===== config.mk =====
export PLATFORM = sky130hd
export DESIGN_NAME = delay_line_prog
export DESIGN_NICKNAME = d
export VERILOG_FILES = /design/src/rtl/delay_pkg.sv /design/src/rtl/delay_stage.sv /design/src/rtl/delay_line_prog.sv
export SDC_FILE = /design/constraint.sdc
export NUM_CORES = 1
export LEC_CHECK = 0
export CAP_MARGIN = 20
export CORE_UTILIZATION = 52
export CTS_CLUSTER_DIAMETER = 200
export DETAILED_ROUTE_END_ITERATION = 8
export PLACE_DENSITY_LB_ADDON = 0.08
export SLEW_MARGIN = 10
export SYNTH_ARGS = -nofsm -noshare
export SYNTH_HDL_FRONTEND = slang
export SYNTH_SLANG_ARGS = --single-unit

===== constraint.sdc =====
create_clock -name iclock -period 1.6 [get_ports iclock]
set_input_delay 0.32 -clock iclock [delete_from_list [all_inputs] [get_ports iclock]]
set_output_delay 0.32 -clock iclock [all_outputs]
set_load 0.01 [all_outputs]

===== src/rtl/delay_pkg.sv =====
// Shared helpers for the programmable delay line: select-port width and
// tap clamping.
package delay_pkg;

    // Width needed to express every delay value from 0 to max_delay.
    function automatic int unsigned delay_width(input int unsigned max_delay);
        int unsigned w;
        if (max_delay < 32'd1) begin
            w = 32'd1;
        end else begin
            w = $clog2(max_delay + 32'd1);
        end
        return w;
    endfunction

    // Force a requested delay into the legal tap range 1..max_delay.
    function automatic int unsigned clamp_delay(input int unsigned value,
                                                input int unsigned max_delay);
        int unsigned d;
        if (value < 32'd1) begin
            d = 32'd1;
        end else if (value > max_delay) begin
            d = max_delay;
        end else begin
            d = value;
        end
        return d;
    endfunction

endpackage


===== src/rtl/delay_stage.sv =====
// One register stage of the delay line.
// Priority is reset, then flush, then enable, then hold.
module delay_stage #(
    parameter int unsigned W = 9
) (
    input  logic         iclock,
    input  logic         ireset,
    input  logic         iflush,
    input  logic         ienable,
    input  logic [W-1:0] d,
    output logic [W-1:0] q
);

    logic [W-1:0] q_r;

    // Stage register; a clear always wins over a shift.
    always_ff @(posedge iclock) begin
        if (ireset) begin
            q_r <= '0;
        end else if (iflush) begin
            q_r <= '0;
        end else if (ienable) begin
            q_r <= d;
        end else begin
            q_r <= q_r;
        end
    end

    assign q = q_r;

endmodule


===== src/rtl/delay_line_prog.sv =====
// Run-time programmable delay line: {ivalid, idata} delayed by 1..MAX_DELAY
// enabled clock edges, with stall, flush and a per-stage valid flag.
module delay_line_prog
    import delay_pkg::*;
#(
    parameter  int unsigned WIDTH     = 8,
    parameter  int unsigned MAX_DELAY = 4,
    localparam int unsigned DW        = delay_width(MAX_DELAY)
) (
    input  logic             iclock,
    input  logic             ireset,
    input  logic             ienable,
    input  logic             iflush,
    input  logic [DW-1:0]    idelay,
    input  logic             ivalid,
    input  logic [WIDTH-1:0] idata,
    output logic             ovalid,
    output logic [WIDTH-1:0] odata
);

    localparam int unsigned SW = WIDTH + 32'd1;

    logic [SW-1:0] stage_in_s [1:MAX_DELAY];
    logic [SW-1:0] stage_q_s  [1:MAX_DELAY];
    logic [DW-1:0] tap_idx_s;
    logic [SW-1:0] tap_s;

    for (genvar k = 1; k <= MAX_DELAY; k++) begin : g_stage
        if (k == 1) begin : g_head
            assign stage_in_s[k] = {ivalid, idata};
        end else begin : g_body
            assign stage_in_s[k] = stage_q_s[k-1];
        end

        delay_stage #(
            .W (SW)
        ) u_stage (
            .iclock  (iclock),
            .ireset  (ireset),
            .iflush  (iflush),
            .ienable (ienable),
            .d       (stage_in_s[k]),
            .q       (stage_q_s[k])
        );
    end

    // Tap select: registers only, so idata/ivalid never reach the outputs
    // combinationally; a change of idelay takes effect in the same cycle.
    always_comb begin
        tap_idx_s = DW'(clamp_delay(32'(idelay), MAX_DELAY));
        tap_s     = stage_q_s[tap_idx_s];
    end

    assign ovalid = tap_s[SW-1];
    assign odata  = tap_s[WIDTH-1:0];

endmodule


==> summary.md <==
| Metric | Value |
|---|---|
| Run status | `complete, but fails checks` |
| Failing checks | `design-rule violations, negative setup slack` |
| Post-synthesis instance area | `1590 um2` |
| Worst R2R End | `g_stage[1].u_stage.q[8]` |
| Main combinational cell family by area after synthesis | `multiplexers` |
| Portion of total power attributed to sequential cells | `57.7%` |
| Pwr/cell area | `776 nW/um2` |
| Total Wirelength | `3160 um` |
| Dominant synthesized flop cell | `dfxtp_1` |
| Antenna fix cells | `0` |
| DR DRC count | `2` |
| Final number of setup-violating endpoints | `4` |
| Area of placed instances | `1930 um2` |
| Yosys top cell by area | `dfxtp_1` |
| Critical path class | `reg -> out` |
| Syn Nets | `174` |
| Placed Cells incl. Taps | `216` |
| P_sw | `0.384 mW` |
| Root Buffer | `clkbuf_4` |
| RSZ-0062 raised after global routing | `true` |
| First-pass GRT wire length | `5460 um` |
| Hpwl dp | `2050 um` |
| CP max stage delay | `0.36 ns` |
| Synth Area in XOR/XNOR | `0%` |
| CP top delay family | `simple AND/OR/NAND/NOR gates` |
| TritonRoute pass-1 iters | `6` |
| Gp weighted congestion | `0.678` |
| Hold slack | `0.507 ns` |
| Distinct cells, synth | `14` |
| CTS H-tree lvls | `2` |
| Crit-path cells | `or3b_4, o211ai_1, buf_2` |
| DR vias | `1217` |
| Register-to-register path setup slack | `0.76 ns` |
| Detail Route Antenna Nets | `0` |
| Synth area leaders | `dfxtp_1 (45%), mux2i_1 (28%), nor2_1 (8.5%), o211ai_1 (3.8%), or3b_2 (3.3%)` |
| Area Growth Syn to Fin | `28.2%` |
| Post-synth top area share | `45.3%` |
| Crit path required time | `1.28 ns` |
| CTS sink count | `36` |
| CP max FO | `2` |
| Fin worst setup slack | `-0.0210 ns` |
| Post-Layout Cell Count | `230` |
| CP bufs+invs | `1` |
| Max-slew headroom | `83.4%` |
| WHS Path Cells | `2` |
| MaxCap Viol Count | `0` |
| Most instantiated library cell after synthesis | `mux2i_1` |
| Vias in the first global route | `1248` |
| Largest net degree at the start of global routing | `37` |
| Clock power frac | `29.8%` |
| Compound-Gate Fraction of Synth Area | `4.56%` |
| Clock period minus worst slack | `1.62 ns` |
| Remaining Overflow, GRT | `0` |
| Layout cell share with drive strength beyond 1 | `28.1%` |
| Fin area | `2040 um2` |
| Synth cell count leaders | `mux2i_1 (45), dfxtp_1 (36), nor2_1 (36), nand2_1 (9), o211ai_1 (8)` |
| Clock-pin slew on the worst setup and hold paths | `0.11 ns` |
| CTS Buf Count | `5` |
| Simple-Gate Fraction of Synth Area | `16.4%` |
| Final Skew | `0.0165 ns` |
| # port buffers | `24` |
| Worst hold endpoint | `g_stage[4].u_stage.q[1]` |
| CTS tree | `yes` |
| Depth of the most critical reg-to-reg path | `4` |
| Clk_lat worst skew | `0.34 ns` |
| Synth warn | `0` |
| P_int | `1.20 mW` |
| Cell count after synthesis | `158` |
| Logic pwr share | `12.6%` |
| Initial antenna violation count | `0` |
| Crit share post-route | `101%` |
| Number of synthesized flops with an enable pin | `0` |
| Worst Max-Slew Pin Slew | `0.249 ns` |
| Fin nets | `214` |
| Worst R2R Start | `g_stage[1].u_stage.q[8]` |
| Slew Viols, Final | `0` |
| Pleak | `0.902 nW` |
| Die area | `3280 um2` |
| IO Pins | `25` |
| Fmax | `617 MHz` |
| Tot Pwr | `1.58 mW` |
| Hold path startpoint | `g_stage[4].u_stage.q[1]` |
| Mux contribution to synthesized area | `28.3%` |
| Post-synth ARST share | `0%` |
| Routed len/inst | `13.7 um` |
| Maximum vdd drop | `655 uV` |
| CP max stage cell | `or3b_4` |
| #FFs+latches synth | `36` |
| Iter 0 DRT Violations | `41` |
| Crit path DAT | `1.30 ns` |
| Crit path capture type | `primary output` |
| Initial Util | `56.2%` |
| Seq/Total Area, Yosys | `45.3%` |
| Total track usage | `22.8%` |
| Vias per cell | `5.29` |
| Die width | `57.3 um` |
| Switching share of power | `24.3%` |
| # rows | `19` |
| Max reg flops | `36` |
| Adder-cell share of the synthesized area | `0%` |
| Die height | `57.3 um` |
| Core area | `2830 um2` |
| Final Hold Violating Endpoints | `0` |
| Setup crit start kind | `flop` |
| Mean post-synth cell area | `10.1 um2` |
| Worst hold path class | `reg -> reg` |
| Deepest clock path buffer count | `2` |
power groups by stage:
stage | registers (mW) | logic [mW] | clock network (mW)
2_1_floorplan | 0.931 | 0.102 | 0
3_3_place_gp | 0.931 | 0.178 | 0
3_5_place_dp | 0.932 | 0.182 | 0
4_1_cts | 0.912 | 0.199 | 0.490
5_1_grt | 0.913 | 0.213 | 0.537
6_report | 0.912 | 0.199 | 0.471
cell type report:
cell class,count,area [um2]
Multi-Input combinational cell,110,798
Tap cell,31,38.8
Clock buffer,7,45.0
Fill cell,227,791
Sequential cell,36,732
Timing Repair Buffer,45,415
Clock inverter,1,8.76
timing repair:
| action | in CTS | in global routing |
|---|---|---|
| gates cloned | 1 | 0 |
| setup buffers | 4 | 1 |
| endpoints found under the setup margin | 9 | 9 |
| hold buffers | 0 | 0 |
| pin swaps | 7 | 2 |
| resized for setup | 63 | 0 |
layout by cell type (no fill, tap or decap), types with 5 or more instances in the layout:
cell and n:
mux2i_1 45, nand2_1 9, buf_4 15, dfxtp_1 27
clkdlybuf4s50_1 11, o211ai_1 8, nor2_1 36, or3b_4 6
clkbuf_4 5, buf_2 11, dfxtp_2 9
worst max-delay path by stage:
stage / from / endpoint / cells after the start
after floorplan: idelay[2] / odata[0] / 3
after global placement: idelay[1] / odata[1] / 4
after detailed placement: idelay[1] / odata[3] / 4
after CTS: g_stage[1].u_stage.q[3] / odata[3] / 3
after global routing: g_stage[1].u_stage.q[0] / odata[0] / 3
final: g_stage[1].u_stage.q[0] / odata[0] / 3
per-stage QoR:
step / util, % / TNS, ns / setup slack [ns]
3_3_place_gp: 68.2 / -6.98 / -0.804
3_5_place_dp: 68.2 / -7.09 / -0.829
4_1_cts: 71.8 / -0.152 / -0.0359
6_report: 72.0 / -0.0508 / -0.0210
2_1_floorplan: - / 0 / 0.251
5_1_grt: 72.0 / -0.640 / -0.107
metal layers:
metal	share of wire, %	up-vias	track usage, %	wire, um
met2	49	27	39.2	1550
met4	2.3	0	11.5	74
met3	4.4	8	8.39	140
li1	-	621	-	-
met1	44	561	24.6	1400
met5	0	-	0	0
tightest hold or removal path, cell delays in order, from the launching register on:
cell,delay [ns]
dfxtp_1,0.34
mux2i_1,0.06
nor2_1,0.08
cell families (layout without fill, tap and decap cells):
logic type,Yosys count,count (layout)
simple gates,56,56
mux,45,45
flops,36,36
buf+inv,12,53
compound gates,9,9
No activity file was read; power rests on OpenSTA's default activity.
